==> config.mk <==
export PLATFORM = sky130hd
export DESIGN_NAME = phase_timer
export DESIGN_NICKNAME = d
export VERILOG_FILES = /design/src/rtl/train_pkg.sv /design/src/rtl/phase_map.sv /design/src/rtl/phase_timer.sv
export SDC_FILE = /design/constraint.sdc
export NUM_CORES = 1
export LEC_CHECK = 0
export CORE_UTILIZATION = 43
export DETAILED_ROUTE_END_ITERATION = 10
export GPL_TIMING_DRIVEN = 0
export PLACE_DENSITY = 0.82
export SYNTH_ARGS = -nofsm -noshare
export SYNTH_HDL_FRONTEND = slang
export SYNTH_SLANG_ARGS = --single-unit
==> constraint.sdc <==
create_clock -name clk -period 2.7 [get_ports clk]
set_input_delay 0.54 -clock clk [delete_from_list [all_inputs] [get_ports clk]]
set_output_delay 0.54 -clock clk [all_outputs]
set_load 0.02 [all_outputs]
==> src/rtl/train_pkg.sv <==
// Shared train-controller definitions: state encodings, default phase map, time width.
package train_pkg;

  localparam int TIME_W = 19;

  localparam logic [3:0] ST_IDLE   = 4'd0;
  localparam logic [3:0] ST_DOORS  = 4'd3;
  localparam logic [3:0] ST_DEPART = 4'd4;

  // States whose default map entry is preset 0; every other state uses preset 1.
  localparam logic [15:0] DEFAULT_P0_MASK =
    (16'd1 << ST_IDLE) | (16'd1 << ST_DOORS) | (16'd1 << ST_DEPART);

  function automatic int default_idx(input int st);
    if (st >= 0 && st < 16 && DEFAULT_P0_MASK[st[3:0]]) return 0;
    return 1;
  endfunction

endpackage

==> src/rtl/phase_map.sv <==
// State-to-preset map: register file with sync reset to defaults, one write and one read port.
module phase_map
  import train_pkg::*;
#(
  parameter int STATE_W   = 4,
  parameter int N_PRESETS = 4,
  parameter int IDX_W     = $clog2(N_PRESETS)
) (
  input  logic               clk,
  input  logic               rst,
  input  logic               we,
  input  logic [STATE_W-1:0] wr_state,
  input  logic [IDX_W-1:0]   wr_idx,
  input  logic [STATE_W-1:0] rd_state,
  output logic [IDX_W-1:0]   rd_idx
);

  localparam int DEPTH = 2 ** STATE_W;

  logic [IDX_W-1:0] map_q [DEPTH];
  logic [IDX_W-1:0] wr_clamped;

  // Clamping is only needed when the index field can encode non-existent presets.
  if ((2 ** IDX_W) > N_PRESETS) begin : g_clamp
    assign wr_clamped = (wr_idx > IDX_W'(N_PRESETS - 1)) ? IDX_W'(N_PRESETS - 1) : wr_idx;
  end else begin : g_no_clamp
    assign wr_clamped = wr_idx;
  end

  always_ff @(posedge clk) begin
    if (rst) begin
      for (int i = 0; i < DEPTH; i++) begin
        map_q[i] <= IDX_W'(default_idx(i));
      end
    end else if (we) begin
      map_q[wr_state] <= wr_clamped;
    end
  end

  assign rd_idx = map_q[rd_state];

endmodule

==> src/rtl/phase_timer.sv <==
// Per-state phase timer: loads a mapped preset on each state change and counts it down on tick.
// Optional freeze input enabled by defining PHASE_TIMER_HOLD_EN.
module phase_timer
  import train_pkg::*;
#(
  parameter int WIDTH     = TIME_W,
  parameter int STATE_W   = 4,
  parameter int N_PRESETS = 4,
  parameter int IDX_W     = $clog2(N_PRESETS)
) (
  input  logic                       clk,
  input  logic                       rst,
  input  logic [STATE_W-1:0]         present_state,
  input  logic [N_PRESETS*WIDTH-1:0] presets,
  input  logic                       tick,
  input  logic                       hold,
  input  logic                       cfg_we,
  input  logic [STATE_W-1:0]         cfg_state,
  input  logic [IDX_W-1:0]           cfg_idx,
  output logic [WIDTH-1:0]           tout,
  output logic [WIDTH-1:0]           remaining,
  output logic                       running,
  output logic                       expired
);

  logic [STATE_W-1:0] state_q;
  logic               load_pend;
  logic [IDX_W-1:0]   sel;
  logic [WIDTH-1:0]   preset_val;
  logic               load;
  logic               hold_act;
  logic               count_en;

  phase_map #(
    .STATE_W  (STATE_W),
    .N_PRESETS(N_PRESETS),
    .IDX_W    (IDX_W)
  ) u_map (
    .clk     (clk),
    .rst     (rst),
    .we      (cfg_we),
    .wr_state(cfg_state),
    .wr_idx  (cfg_idx),
    .rd_state(present_state),
    .rd_idx  (sel)
  );

`ifdef PHASE_TIMER_HOLD_EN
  assign hold_act = hold;
`else
  logic unused_hold;
  assign unused_hold = hold;
  assign hold_act    = 1'b0;
`endif

  assign preset_val = presets[sel*WIDTH +: WIDTH];
  assign load       = (present_state != state_q) || load_pend;
  assign count_en   = !hold_act && tick && (remaining != '0);
  assign running    = (remaining != '0);

  always_ff @(posedge clk) begin
    if (rst) begin
      state_q   <= '0;
      load_pend <= 1'b1;
      tout      <= '0;
      remaining <= '0;
      expired   <= 1'b0;
    end else begin
      state_q <= present_state;
      expired <= 1'b0;
      if (load) begin
        remaining <= preset_val;
        tout      <= preset_val;
        load_pend <= 1'b0;
        // A zero-length phase still reports one expiry so the controller advances.
        expired   <= (preset_val == '0);
      end else if (count_en) begin
        remaining <= remaining - WIDTH'(1);
        expired   <= (remaining == WIDTH'(1));
      end
    end
  end

endmodule

Yosys cells after proc, flatten, opt, wreduce, memory -nomap -nowiden
Memories as Yosys holds them, arrays and structs flattened.
Index checks and enable logic that the tools add are counted.
{"block": "totals", "mem_count": 1, "wordCells": 32, "ff_bits": 44, "output_inout_bits": 40, "mem_bits_rw": 32, "input_bits": 91}
{"block": "classes", "add_sub_neg": 1, "muxes": 15, "n_eq_ne": 2, "reduce_logical": 6, "shift": 1, "n_mul": 1}
{"name": "u_map.map_q", "depth": 16, "word_bits": 2, "rd": 1, "rd_ports_with_merged_regs": 0, "wr": 16, "line_no": "phase_map.sv:20", "source": "logic [IDX_W-1:0] map_q [DEPTH];"}
{"cell": "76-bit by 8-bit variable part select with 19-bit output", "n": 1}
{"cell": "19-bit two-way mux", "n": 2}
{"cell": "19-bit by 1-bit equality test with 1-bit output, second input constant", "n": 1}
{"cell": "19-bit zero test", "n": 1}
{"cell": "19-bit nonzero test", "n": 1}
{"cell": "19-bit by 1-bit subtractor with 19-bit output, second input constant", "n": 1}
{"cell": "1-bit two-way mux", "n": 10}
{"cell": "2-bit by 5-bit multiplier with 7-bit output, second input constant", "n": 1}
{"cell": "2-bit two-way mux", "n": 2}
{"cell": "4-bit two-way mux", "n": 1}
{"cell": "4-bit inequality test", "n": 1}
{"cell": "2-bit nonzero test", "n": 1}
{"cell": "2-bit OR reduction", "n": 1}
{"cell": "1-bit logical AND", "n": 1}
{"cell": "1-bit logical OR", "n": 1}

Longest topological paths before layout
{"block": "logic_depth", "depth_word": 5, "mapped_depth": 12}

Cells and area by module
From an unflattened synthesis, not the netlist that was laid out.
{"block": "hier_totals", "cells_unflattened": 393, "hier_area_um2": 4068.9}
{"mod": "phase_timer", "area_per_inst_um2": 2413.6, "cells_each": 265, "instances": 1}
{"mod": "phase_map", "area_per_inst_um2": 1655.3, "cells_each": 128, "instances": 1}

Worst setup path before layout
OpenSTA, ideal clock, no wires.
{"block": "synth_timing", "kind": "in2reg", "start": "input port present_state[1]", "end": "register expired", "arrival_ns": 2.687, "setup_slack_ns": -0.055, "path_buffers": 3, "required_ns": 2.631, "path_stages": 10, "cell_sequence": "buf_4 buf_6 mux2i_1 mux4_2 mux2i_1 buf_4 mux4_2 nor4_1 nand4_1 o21ai_1"}
{"block": "synth_via", "elab_chain_len": 5, "elab_cells_between_ends": 7}
{"item": "from (decl)", "line_no": "phase_timer.sv:13", "source": "input logic [STATE_W-1:0] present_state,"}
{"item": "memory read 16 x 2 bit"}
{"item": "2-bit by 5-bit multiplier with 7-bit output", "line_no": "phase_timer.sv:56", "source": "assign preset_val = presets[sel*WIDTH +: WIDTH];"}
{"item": "76-bit by 8-bit variable part select with 19-bit output", "line_no": "phase_timer.sv:56"}
{"item": "19-bit zero test", "line_no": "phase_timer.sv:76", "source": "expired <= (preset_val == '0);"}
{"item": "1-bit two-way mux *", "line_no": "phase_timer.sv:71", "source": "if (load) begin"}
{"item": "to (signal assigned)", "line_no": "phase_timer.sv:76"}
{"item": "to (signal assigned)", "line_no": "phase_timer.sv:79", "source": "expired <= (remaining == WIDTH'(1));"}
{"item": "to (decl)", "line_no": "phase_timer.sv:23", "source": "output logic expired"}
Mark *: on every way between the ends. The rest lies on a longest branch, timed or not.
A chain may end at the register's enable or synchronous reset.

Final worst setup path
{"block": "layout_timing", "start": "register remaining[4]", "end": "output port running"}
{"block": "layout_via", "elab_chain_len": 1}
{"item": "from (decl)", "line_no": "phase_timer.sv:21", "source": "output logic [WIDTH-1:0] remaining,"}
{"item": "from (signal assigned)", "line_no": "phase_timer.sv:72", "source": "remaining <= preset_val;"}
{"item": "from (signal assigned)", "line_no": "phase_timer.sv:78", "source": "remaining <= remaining - WIDTH'(1);"}
{"item": "19-bit nonzero test", "line_no": "phase_timer.sv:59", "source": "assign running = (remaining != '0);"}
{"item": "to (decl)", "line_no": "phase_timer.sv:22", "source": "output logic running,"}
No other way between the ends.

==> impl_metrics.py <==
metrics = {
    "run_status": {
        "outcome": "finished, final reports clean",
    },
    "power_and_ir_drop": {
        "p_int_mw": 2.21,
        "comb_power_share_pct": 35.4,
        "power_frac_clock_pct": 22.0,
        "swShare_pct": 33.2,
        "finalPower_mw": 3.30,
        "peakVddDrop_mv": 0.271,
        "power.net_switching_mw": 1.10,
        "p_leak_nw": 2.33,
        "p_seq_share_pct": 42.6,
        "power_density_mw_per_mm2": 543,
    },
    "global_routing": {
        "grt_pass1_vias": 3847,
        "grt_pass1_wl_mm": 19.0,
        "track_usage_pct": 24.0,
        "antenna_found_initial": 0,
        "grt_max_degree": 13,
        "grt_overflow": 0,
    },
    "job": {
        "cap_violations": 0,
    },
    "worst_hold_path": {
        "hold_start": "tout[18]",
        "hold_path_class": "flip-flop to flip-flop",
    },
    "clock_tree": {
        "cts_made_buffers": 9,
        "cts_hold_buf": 0,
        "cts_buffer_depth": 2,
        "cts_tree": "yes",
        "clock_latency_ps": 360,
        "htree_num_levels": 3,
        "path_clk_slew_ps": 70,
        "cts_num_sinks": 76,
        "clock-root-buffer": "clkbuf_8",
    },
    "timing": {
        "period_share_pct": 98.9,
        "worst_slew_pin_slew_ps": 689,
        "worst_slack_ps": 30.5,
        "setup-violations-final": 0,
        "fin_skew_ps": 8.51,
        "slew_headroom_pct": 53.7,
        "setup-tns-final_ps": 0,
        "whs_ps": 456,
        "hold_violations": 0,
        "fin_crit_ps": 2670,
        "max_clock_freq_mhz": 375,
        "rsz0062_at_grt": "yes",
        "drv_slew": 0,
    },
    "floorplanning": {
        "start_util_pct": 44.3,
        "die-area_mm2": 0.0105,
        "io-pin-count": 131,
        "rows": 36,
        "core_area_mm2": 0.00977,
        "dieHeight_um": 102,
        "die_w_um": 102,
    },
    "routing": {
        "vias_per_cell": 5.51,
        "post_drt_wl_per_cell_um": 17.5,
        "drtPass1Iterations": 6,
        "routed_wl_mm": 12.7,
        "drc_errors": 0,
        "ant_nets": 0,
        "first_iter_violations": 256,
        "vias": 3998,
    },
    "layout": {
        "antenna_cells": 0,
        "final_core_util_pct": 62.2,
        "syn_to_final_growth_pct": 40.3,
        "final_cell_mix": "123 x clkdlybuf4s50_1, 58 x nand2_1, 41 x mux2i_1",
        "design_area_mm2": 0.00608,
        "stdcell_count": 726,
        "final_common_cell": "clkdlybuf4s50_1",
        "nNetsFinal": 682,
        "drive_gt1_share_pct": 13.7,
    },
    "worst_setup_path": {
        "r2r-start": "u_map.map_q[1][1]",
        "worstPathRequired_ps": 2160,
        "crit_start": "remaining[4]",
        "criticalPathCategory": "flip-flop to output port",
        "endpoint_kind": "output port",
        "cpMaxStageDelayCell": "or4_4",
        "worstPathCellList": "or4_4 > or4_4 > nor3_4 > nand3_2 > buf_6",
        "cp_common_cell": "or4_4",
        "cp.arrival_ps": 2130,
        "crit_fanout": 4,
        "critPathMaxStageDelay_ps": 500,
        "cp-start-kind": "flip-flop",
    },
    "logic_synthesis": {
        "ys_ff_latch": 76,
        "ys.flop_type": "dfxtp_1",
        "synthArstFlopShare_pct": 0,
        "synth_area_mm2": 0.00433,
        "yosysWarnings": 0,
        "yosysUniqueCellTypes": 55,
        "synth_edf_count": 32,
        "synth_fp_nets": 536,
        "yosysSeqAreaShare_pct": 42.5,
        "syn_area_per_cell_um2": 9.81,
        "syn_inst": 442,
    },
    "placement": {
        "portBuffers": 124,
        "dp_cells": 699,
        "dpl.hpwl_mm": 9.73,
        "place.gp.congestion": 0.877,
        "place_area_mm2": 0.00575,
        "place_ws_ps": -370,
    },
}
cell usage after synthesis, types with 6 or more instances:
master	count	area, um^2
a21o_1	7	52.6
a21oi_1	32	160
and2_1	7	43.8
and3_1	12	75.1
clkbuf_1	17	63.8
dfxtp_1	44	881
edfxtp_1	32	961
mux2i_1	44	440
mux4_2	7	158
nand2_1	58	218
nand2b_1	8	50.1
nand3_1	6	30.0
nand4_1	7	43.8
nor2_1	34	128
nor2b_1	6	37.5
or2_2	9	56.3
or3_1	10	62.6
xnor2_1	15	131
path summary, 6_finish.rpt:
kind,to,slack [ps],cells past startpoint
setup / recovery,running,30,5
hold / removal,tout[18],460,2
setup reg to reg,expired,80,8
hold reg to reg,tout[18],460,2
power by group through the flow:
stage	Combinational, mW	Sequential [mW]	Clock, mW
3_3_place_gp	1.05	1.42	0
4_1_cts	1.12	1.40	0.718
5_1_grt	1.25	1.42	0.766
2_1_floorplan	0.526	1.51	0
6_report	1.17	1.41	0.726
3_5_place_dp	1.07	1.43	0
sequential cells by signal, indices dropped and copies added, names as in the netlist:
name         cells
load_pend        1
u_map.map_q     32
state_q          4
expired          1
remaining       19
tout            19
per-layer routing:
metal,GRT usage [%],wire [um]
met1,30.4,5340
met2,39.3,6110
met3,5.27,990
met4,10.8,289
met5,0,0
cell families after synthesis:
kind of cell | after synthesis | share of synthesized area, %
and+or+nand+nor | 186 | 23.1
DFF | 76 | 42.5
AOI/OAI and AO/OA | 68 | 10.4
muxes | 57 | 15.4
buffers and inverters | 34 | 4.19
xor gates and xnor gates | 18 | 3.64
adders and majority gates | 3 | 0.866
final cells by class:
class / instances / area [um^2]
repair buffers: 135 / 1330
well taps: 133 / 166
multi-input cells: 332 / 2370
clock buffers: 9 / 124
plain buffers: 31 / 193
inverters: 3 / 11.3
clock inverters: 7 / 33.8
fillers: 781 / 3690
flip-flops and latches: 76 / 1850
critical path: cells and delay by family (launching register included):
family	cells	cell delay, ps
buf+inv	1	140
flops	1	360
simple gates	4	1260
what timing repair did:
action / 4_1_cts / 5_1_grt
setup buffers: 6 / 5
resized for setup: 16 / 16
pin swaps: 5 / 6
endpoints found under the setup margin: 10 / 14
Note: power is estimated with default switching activity, not from simulation.
